===== src/rtl/axis_dac_arbiter_pkg.sv =====
// -----------------------------------------------------------------------------
// axis_dac_arbiter_pkg
//   Shared definitions for the DAC stream arbiter: FSM state encoding and the
//   zero sample word emitted whenever no source data is forwarded.
// -----------------------------------------------------------------------------
package axis_dac_arbiter_pkg;

    typedef enum logic [1:0] {
        StIdle   = 2'd0,
        StGrant0 = 2'd1,
        StGrant1 = 2'd2,
        StGuard  = 2'd3
    } arb_state_e;

    // Wide enough for any sample width; users slice the low bits they need.
    localparam int unsigned MaxWordWidth = 1024;
    localparam logic [MaxWordWidth-1:0] ZeroWord = '0;

endpackage


===== src/rtl/dac_rr_picker.sv =====
// -----------------------------------------------------------------------------
// dac_rr_picker
//   Combinational source pick for the DAC arbiter plus the round-robin pointer.
//   Ports:
//     clk_i, rst_ni : clock, asynchronous active-low reset
//     valid_i[1:0]  : tvalid of source 1 / source 0
//     prio_i        : 1 = fixed priority (source 0 wins a tie)
//     commit_i      : a grant decision is taken this cycle; update the pointer
//     pick_o[1:0]   : one-hot chosen source, 00 when nothing requests
// -----------------------------------------------------------------------------
module dac_rr_picker (
    input  logic       clk_i,
    input  logic       rst_ni,
    input  logic [1:0] valid_i,
    input  logic       prio_i,
    input  logic       commit_i,
    output logic [1:0] pick_o
);

    // Set when source 1 was served last, so source 0 wins the next tie.
    // Resets set so that source 0 is served first.
    logic last_s1_q;

    always_comb begin
        pick_o = 2'b00;
        case (valid_i)
            2'b01:   pick_o = 2'b01;
            2'b10:   pick_o = 2'b10;
            2'b11:   pick_o = (prio_i || last_s1_q) ? 2'b01 : 2'b10;
            default: pick_o = 2'b00;
        endcase
    end

    always_ff @(posedge clk_i or negedge rst_ni) begin
        if (!rst_ni) begin
            last_s1_q <= 1'b1;
        end else if (commit_i && (pick_o != 2'b00)) begin
            last_s1_q <= pick_o[1];
        end
    end

endmodule


===== src/rtl/axis_dac_arbiter.sv =====
// -----------------------------------------------------------------------------
// axis_dac_arbiter
//   Shares the DAC sample stream between two AXI-Stream sources, one whole
//   (tlast-delimited) frame at a time, with cfg_guard zero words between
//   frames. m_axis_tvalid stays high from the first clock after reset so the
//   DAC core never drops back to its idle path; zero words fill every gap.
//   Ports:
//     aclk, aresetn        : clock, asynchronous active-low reset
//     cfg_prio             : 0 = round-robin, 1 = fixed priority (s0 wins)
//     cfg_guard            : zero words inserted after each frame
//     s0_axis_*, s1_axis_* : source streams (tdata/tvalid/tlast in, tready out)
//     m_axis_*             : registered stream towards the DAC core
//     sts_grant            : one-hot current owner, 00 = none
//     sts_underrun         : saturating count of fill words inserted mid-frame
// -----------------------------------------------------------------------------
module axis_dac_arbiter
    import axis_dac_arbiter_pkg::*;
#(
    parameter int unsigned AXIS_TDATA_WIDTH = 32,
    parameter int unsigned GUARD_WIDTH      = 8,
    parameter int unsigned UNDERRUN_WIDTH   = 16
) (
    input  logic                        aclk,
    input  logic                        aresetn,
    input  logic                        cfg_prio,
    input  logic [GUARD_WIDTH-1:0]      cfg_guard,
    input  logic [AXIS_TDATA_WIDTH-1:0] s0_axis_tdata,
    input  logic                        s0_axis_tvalid,
    input  logic                        s0_axis_tlast,
    output logic                        s0_axis_tready,
    input  logic [AXIS_TDATA_WIDTH-1:0] s1_axis_tdata,
    input  logic                        s1_axis_tvalid,
    input  logic                        s1_axis_tlast,
    output logic                        s1_axis_tready,
    output logic [AXIS_TDATA_WIDTH-1:0] m_axis_tdata,
    output logic                        m_axis_tvalid,
    input  logic                        m_axis_tready,
    output logic [1:0]                  sts_grant,
    output logic [UNDERRUN_WIDTH-1:0]   sts_underrun
);

    localparam logic [AXIS_TDATA_WIDTH-1:0] Zero        = ZeroWord[AXIS_TDATA_WIDTH-1:0];
    localparam logic [GUARD_WIDTH-1:0]      GuardOne    = 1;
    localparam logic [UNDERRUN_WIDTH-1:0]   UnderrunOne = 1;

    arb_state_e                  state_q;
    logic                        tvalid_q;
    logic [AXIS_TDATA_WIDTH-1:0] tdata_q;
    logic [1:0]                  grant_q;
    logic [GUARD_WIDTH-1:0]      guard_q;
    logic [UNDERRUN_WIDTH-1:0]   underrun_q;

    logic                        adv;
    logic [1:0]                  pick;
    logic                        src_valid;
    logic                        src_last;
    logic [AXIS_TDATA_WIDTH-1:0] src_data;

    // Everything, including the FSM, only moves when the DAC core takes a word.
    assign adv = m_axis_tready;

    dac_rr_picker u_picker (
        .clk_i    (aclk),
        .rst_ni   (aresetn),
        .valid_i  ({s1_axis_tvalid, s0_axis_tvalid}),
        .prio_i   (cfg_prio),
        .commit_i (adv && (state_q == StIdle)),
        .pick_o   (pick)
    );

    // Stream of the granted source (only meaningful in the grant states).
    always_comb begin
        src_valid = s0_axis_tvalid;
        src_last  = s0_axis_tlast;
        src_data  = s0_axis_tdata;
        if (state_q == StGrant1) begin
            src_valid = s1_axis_tvalid;
            src_last  = s1_axis_tlast;
            src_data  = s1_axis_tdata;
        end
    end

    always_ff @(posedge aclk or negedge aresetn) begin
        if (!aresetn) begin
            state_q    <= StIdle;
            tvalid_q   <= 1'b0;
            tdata_q    <= Zero;
            grant_q    <= 2'b00;
            guard_q    <= '0;
            underrun_q <= '0;
        end else begin
            tvalid_q <= 1'b1;
            if (adv) begin
                unique case (state_q)
                    StIdle: begin
                        tdata_q <= Zero;
                        if (pick == 2'b01) begin
                            state_q <= StGrant0;
                            grant_q <= 2'b01;
                        end else if (pick == 2'b10) begin
                            state_q <= StGrant1;
                            grant_q <= 2'b10;
                        end
                    end
                    StGrant0, StGrant1: begin
                        if (src_valid) begin
                            tdata_q <= src_data;
                            if (src_last) begin
                                guard_q <= cfg_guard;
                                grant_q <= 2'b00;
                                state_q <= (cfg_guard != '0) ? StGuard : StIdle;
                            end
                        end else begin
                            // Source starved mid-frame: fill with zero, keep the grant.
                            tdata_q <= Zero;
                            if (underrun_q != '1) begin
                                underrun_q <= underrun_q + UnderrunOne;
                            end
                        end
                    end
                    StGuard: begin
                        tdata_q <= Zero;
                        guard_q <= guard_q - GuardOne;
                        if (guard_q == GuardOne) begin
                            state_q <= StIdle;
                        end
                    end
                    default: state_q <= StIdle;
                endcase
            end
        end
    end

    assign s0_axis_tready = adv && (state_q == StGrant0);
    assign s1_axis_tready = adv && (state_q == StGrant1);
    assign m_axis_tdata   = tdata_q;
    assign m_axis_tvalid  = tvalid_q;
    assign sts_grant      = grant_q;
    assign sts_underrun   = underrun_q;

endmodule


===== config.mk =====
export PLATFORM = sky130hd
export DESIGN_NAME = axis_dac_arbiter
export DESIGN_NICKNAME = d
export VERILOG_FILES = /design/src/rtl/axis_dac_arbiter_pkg.sv /design/src/rtl/dac_rr_picker.sv /design/src/rtl/axis_dac_arbiter.sv
export SDC_FILE = /design/constraint.sdc
export NUM_CORES = 1
export LEC_CHECK = 0
export CORE_UTILIZATION = 39
export CTS_CLUSTER_SIZE = 20
export DETAILED_ROUTE_END_ITERATION = 16
export PLACE_DENSITY = 0.74
export SLEW_MARGIN = 20
export SYNTH_ARGS = -nofsm -noshare
export SYNTH_HDL_FRONTEND = slang
export SYNTH_SLANG_ARGS = --single-unit

===== constraint.sdc =====
create_clock -name aclk -period 2.3 [get_ports aclk]
set_clock_uncertainty 0.15 [all_clocks]
set_input_delay 0.46 -clock aclk [delete_from_list [all_inputs] [get_ports aclk]]
set_output_delay 0.46 -clock aclk [all_outputs]
set_load 0.01 [all_outputs]

==> metrics.md, run 1 <==
| Metric | Value |
|---|---|
| Clk slew on worst S/H paths | 0.07 ns |
| # nets final | 558 |
| RSZ-0062 raised after global routing | false |
| PortBufs | 132 |
| Switch Pwr | 1.93 mW |
| Global Route met1 Usage | 24.9% |
| Failing checks | negative hold slack |
| CTS tree | built |
| DR WL/cell | 14.7 um |
| Int Pwr | 3.48 mW |
| Worst Setup Path Type | register to register |
| CP endpoint kind | register |
| M3 GR Usage | 7.00% |
| Slew margin rel. | 57.5% |
| Antenna-violating nets left | 0 |
| Busiest grt layer | met2 |
| Global-route wire length before repair | 13.4 mm |
| Initial drt markers | 67 |
| Clock share of power | 19.5% |
| Initial DRT Pass Iterations | 4 |
| Area Overhead vs Synth | 53.4% |
| Avg Cell Area, Syn | 10.4 um^2 |
| Sequential-to-total area share from yosys stat | 46.7% |
| Inserted Clock Buffers | 9 |
| Setup TNS | 0 ns |
| Area of the die | 0.00890 mm^2 |
| Grt ovf | 0 |
| Row count | 33 |
| CP Launch Type | register |
| Sw Ratio | 35.6% |
| WP data required | 2.41 ns |
| Post-Synthesis Net Count | 409 |
| Mapped cell area | 0.00333 mm^2 |
| Setup WS post-layout | 0.0845 ns |
| Setup slack at placement | -0.159 ns |
| Wirelength, routed | 8.50 mm |
| Min Tclk post-route | 2.22 ns |
| Initial antenna violation count | 0 |
| Outcome | complete, but fails checks |
| Worst VDD drop | 0.478 mV |
| # DRC | 0 |
| Post-synth EDFFs | 0 |
| Die Y | 94.3 um |
| Worst-margin pin slew | 0.638 ns |
| Cell chain of the critical path | inv_2 -> ha_2 -> mux2_4 -> or2_4 -> buf_4 -> nor4_2 -> xor2_1 |
| Worst hold margin | -0.00898 ns |
| All-Layer GR Usage | 19.6% |
| Post-synthesis cell type count | 51 |
| Via density | 5.15 |
| Fmax achieved | 0.451 GHz |
| Layout cell share with drive strength beyond 1 | 11.8% |
| Comb pwr share | 47.8% |
| Final setup vio count | 0 |
| CTS Sinks | 62 |
| Vias | 2988 |
| CTS root buf | clkbuf_8 |
| # diodes | 0 |
| Fin. max-slew vios | 0 |
| Initial Util | 40.5% |
| Cell area power density | 1060 mW/mm^2 |
| Min-Delay Path Class | input pin to asynchronous set/reset pin |
| Clock buffer depth | 2 |
| Final Hold Viols | 11 |
| Top FF cell, synth | dfrtp_1 |
| Synth Instances | 321 |
| CP arrival | 2.32 ns |
| Pin count of the biggest net entering global routing | 39 |
| I/O pin count | 133 |
| Width of the die | 94.3 um |
| Critical Path Max Stage Delay | 0.41 ns |
| Synth Warn # | 0 |
| Number of fill cells | 681 |
| Post-DP HPWL | 6.47 mm |
| CP max-delay cell | dfrtp_1 |
| CP Max Fanout | 6 |
| FFs w/ async S/R, synth | 100% |
| Number of synthesized register bits | 62 |
| Core ar. | 0.00822 mm^2 |
| Max-cap viol count | 0 |
| Share of power burned in registers | 32.7% |
| Skew-Pair Late Insertion Delay | 0.33 ns |
| Vias in the first global route | 2754 |
| Final period util | 96.3% |
| Met2 usage | 30.1% |
| RD Place Congestion | 0.801 |
| H-tree Lvls | 3 |
| Leakage | 2.18 nW |
## stage by stage
| step | util [%] | cell area, um^2 | instances | power, mW |
|---|---|---|---|---|
| global route | 62.1 | 5100 | 580 | 5.77 |
| detailed placement | 59.4 | 4880 | 563 | 4.38 |
| finish | 62.1 | 5100 | 580 | 5.41 |
| CTS | 62.0 | 5090 | 579 | 5.45 |
| floorplan | - | 3330 | 321 | 3.20 |
| global placement | 59.4 | 4880 | 563 | 4.32 |
## final cells by class
type / instances / area, um^2 / area share [%]
clock buffer: 12 / 145 / 2.85
timing repair buffer: 153 / 1500 / 29.3
multi-input combinational: 208 / 1570 / 30.8
sequential: 62 / 1550 / 30.4
clock inverter: 4 / 70.1 / 1.37
tap: 105 / 131 / 2.58
inverter: 36 / 135 / 2.65
## timing repair
item                       CTS  global route
pin swaps                    0             1
hold buffers                 0             0
buffers inserted             0             1
setup endpoints to repair    3             1
resized for setup            4             0
## power groups by stage
stage / Clock, mW / Sequential [mW] / Combinational [mW]
6_report: 1.06 / 1.77 / 2.58
5_1_grt: 1.12 / 1.82 / 2.83
4_1_cts: 1.08 / 1.77 / 2.61
3_5_place_dp: 0 / 1.78 / 2.59
3_3_place_gp: 0 / 1.77 / 2.55
2_1_floorplan: 0 / 1.86 / 1.34
## cell usage in the layout, fill, tap and decap left out, types with 10 or more instances in the layout
cell and instances:
buf_4 19, mux2i_1 34, clkdlybuf4s50_1 128, a21oi_1 15
o22ai_1 33, nand3_1 12, nor2_1 10, clkbuf_8 10
dfrtp_1 61, nand2_1 12, inv_1 35
## state kept, by name, summed over array words and instances (netlist names)
name                flops
sts_grant               2
sts_underrun           16
m_axis_tvalid           1
m_axis_tdata           32
state_q                 2
u_picker.last_s1_q      1
guard_q                 8
## worst max-delay path, delay by kind of cell, from the launching register on
kind / cells / cell delay (ns)
flip-flops: 1 / 0.41
AND/OR/NAND/NOR: 2 / 0.62
XOR/XNOR: 1 / 0.18
adder cells (fa/ha/maj): 1 / 0.19
buffers and inverters: 2 / 0.25
multiplexers: 1 / 0.32
## layer usage
metal	vias to the layer above	wire length (um)
li1	1451	-
met1	1416	3580
met2	106	3990
met3	15	738
met4	0	189
met5	-	0
## synthesized netlist by cell type (3+ instances only)
cell type	instances	area, um^2
a21oi_1	15	75.1
and2_1	3	18.8
clkbuf_1	13	48.8
dfrtp_1	61	1530
ha_1	8	100
inv_1	36	135
mux2_1	5	56.3
mux2i_1	34	340
nand2_1	12	45.0
nand2b_1	5	31.3
nand3_1	12	60.1
nand4_1	6	37.5
nor2_1	10	37.5
nor3_1	7	35.0
nor4_2	3	37.5
nor4_4	3	63.8
o21ai_0	7	35.0
o22a_1	4	35.0
o22ai_1	33	206
xor2_1	7	61.3
## worst paths after layout
| check | end | from | slack, ns | depth (start not counted) |
|---|---|---|---|---|
| max | sts_underrun[10] | state_q[0] | 0.08 | 7 |
| min | m_axis_tdata[21] | aresetn | -0.009 | 1 |
| max reg2reg | sts_underrun[10] | state_q[0] | 0.08 | 7 |
| min reg2reg | sts_grant[0] | sts_grant[0] | 0.37 | 1 |
| max in group asynchronous | state_q[1] | aresetn | 1.39 | 2 |
| min in group aclk | sts_grant[0] | sts_grant[0] | 0.37 | 1 |
## kinds of logic (layout without fill, tap and decap cells)
family	after synthesis	in the layout	share of synthesized area, %
muxes	42	42	13.1
buffers and inverters	51	205	6.21
AOI/OAI and AO/OA	73	73	14.2
DFF	62	62	46.7
other	1	1	0.113
xor gates and xnor gates	8	8	2.11
and+or+nand+nor	76	76	14.6
adders and majority gates	8	8	3.01
No activity file was read; power rests on OpenSTA's default activity.
==> inputs of run 2 (changes only) <==
--- a/config.mk
+++ b/config.mk
@@ -9,6 +9,7 @@
 export CTS_CLUSTER_SIZE = 20
 export DETAILED_ROUTE_END_ITERATION = 16
 export PLACE_DENSITY = 0.74
+export SKIP_CTS_REPAIR_TIMING = 1
 export SLEW_MARGIN = 20
 export SYNTH_ARGS = -nofsm -noshare
 export SYNTH_HDL_FRONTEND = slang
==> metrics.md, run 2 (same netlist as run 1, synthesis figures left out) <==
| Metric | Value |
|---|---|
| Min Tclk post-route | 2.20 ns |
| Placed insts | 563 |
| Global-route wire length before repair | 13.4 mm |
| Vias in the first global route | 2754 |
| Core Util, Final | 62.2% |
| # DRC | 0 |
| Worst Setup Path Type | register to register |
| Vias | 2978 |
| Leakage | 2.21 nW |
| # nets final | 558 |
| WP data required | 2.41 ns |
| Via density | 5.13 |
| Worst VDD drop | 0.484 mV |
| Final setup vio count | 0 |
| Setup slack at placement | -0.159 ns |
| Row count | 33 |
| Worst-margin pin slew | 0.638 ns |
| I/O pin count | 133 |
| H-tree Lvls | 3 |
| DR WL/cell | 14.6 um |
| Reg area | 0.00155 mm^2 |
| All-Layer GR Usage | 19.6% |
| Initial drt markers | 68 |
| # diodes | 0 |
| Pin count of the biggest net entering global routing | 39 |
| CTS tree | built |
| Slew margin rel. | 57.5% |
| Depth of the most critical reg-to-reg path | 7 |
| Multi-input logic area | 0.00157 mm^2 |
| Worst hold margin | -0.00847 ns |
| Setup slack, reg-to-reg | 0.10 ns |
| Final Hold Viols | 11 |
| Outcome | complete, but fails checks |
| RSZ-0062 raised after global routing | false |
| Failing checks | negative hold slack |
| Cell area power density | 1060 mW/mm^2 |
| CP Launch Type | register |
| CP Capture Point | sts_underrun[10] |
| CTS root buf | clkbuf_8 |
| CTS Sinks | 62 |
| Max reg flops | 32 |
| CP Max Fanout | 6 |
| Antenna-violating nets left | 0 |
| RD Place Congestion | 0.801 |
| Worst setup path startpoint | state_q[0] |
| Die Y | 94.3 um |
| Clk slew on worst S/H paths | 0.07 ns |
| CP endpoint kind | register |
| Clock buffer depth | 2 |
| Inserted Clock Buffers | 9 |
| Fin. max-slew vios | 0 |
| Max-cap viol count | 0 |
| Initial DRT Pass Iterations | 4 |
| Post-DP HPWL | 6.47 mm |
| Setup WS post-layout | 0.104 ns |
| Width of the die | 94.3 um |
| Area Overhead vs Synth | 53.7% |
| Initial antenna violation count | 0 |
| Initial Util | 40.5% |
| PortBufs | 132 |
| Fmax achieved | 0.455 GHz |
| Min-Delay Path Class | input pin to asynchronous set/reset pin |
| RR Startpoint | state_q[0] |
| Post-Layout Cell Count | 580 |
| Skew-Pair Late Insertion Delay | 0.33 ns |
| Critical R2R Capture | sts_underrun[10] |
| Area of the die | 0.00890 mm^2 |
| Commonest non-fill, non-tap cells in the layout | 128 x clkdlybuf4s50_1, 61 x dfrtp_1, 35 x inv_1 |
| CP arrival | 2.30 ns |
| Commonest non-fill, non-tap cell in the layout | clkdlybuf4s50_1 |
| Core ar. | 0.00822 mm^2 |
| Final period util | 95.5% |
| Wirelength, routed | 8.49 mm |
| Total power | 5.41 mW |
| Grt ovf | 0 |
| Number of fill cells | 680 |
| Layout cell share with drive strength beyond 1 | 11.8% |
==> run 2: cell types whose count changed in the layout (fill, tap and decap cells not counted), sizes merged <==
cell and change:
dlygate4sd2 -3, dlymetal6s2s +3
==> run 2: worst min-delay path by stage <==
stage / end / slack (ns) / depth (start not counted) / start
after CTS: guard_q[6] / 0.005 / 1 / aresetn
final: m_axis_tdata[21] / -0.008 / 1 / aresetn
after global routing: guard_q[6] / 0.03 / 1 / aresetn
after floorplan: guard_q[0] / 0.01 / 0 / aresetn
after global placement: sts_grant[1] / 0.34 / 1 / sts_grant[1]
after detailed placement: sts_grant[1] / 0.36 / 1 / sts_grant[1]
==> run 2: stage by stage <==
| stage | setup TNS [ns] | instance area [um^2] | hold WS [ns] |
|---|---|---|---|
| 4_1_cts | -0.317 | 5090 | 0.00529 |
| 6_report | 0 | 5110 | -0.00847 |
| 3_5_place_dp | -1.59 | 4880 | 0.355 |
| 2_1_floorplan | 0 | 3330 | 0.0144 |
| 5_1_grt | 0 | 5110 | 0.0277 |
| 3_3_place_gp | -1.03 | 4880 | 0.344 |
==> run 2: final cells by class <==
cell class,instances,share of cell area (%)
well taps,105,2.57
clock inverters,4,1.37
repair buffers,153,29.5
inverters,36,2.64
multi-input cells,208,30.7
flip-flops and latches,62,30.4
clock buffers,12,2.84
==> run 2: critical path: stages (launching register included) <==
cell     delay (ns)
dfrtp_1        0.41
inv_2          0.10
ha_2           0.19
mux2_4         0.32
or2_4          0.30
buf_4          0.15
nor4_2         0.30
xor2_1         0.18
==> run 2: where the power goes <==
group	total [mW]	switching, mW	internal, mW
clock network	1.06	0.420	0.637
registers	1.77	0.299	1.47
logic	2.59	1.21	1.38
total	5.41	1.93	3.49
==> run 2: routing by layer <==
layer | routed length, um | global-route usage, % | vias to the layer above
li1 | - | - | 1454
met1 | 3590 | 24.8 | 1401
met2 | 3970 | 30.1 | 108
met5 | 0 | 0 | -
met4 | 189 | 8.46 | 0
met3 | 745 | 7.09 | 15
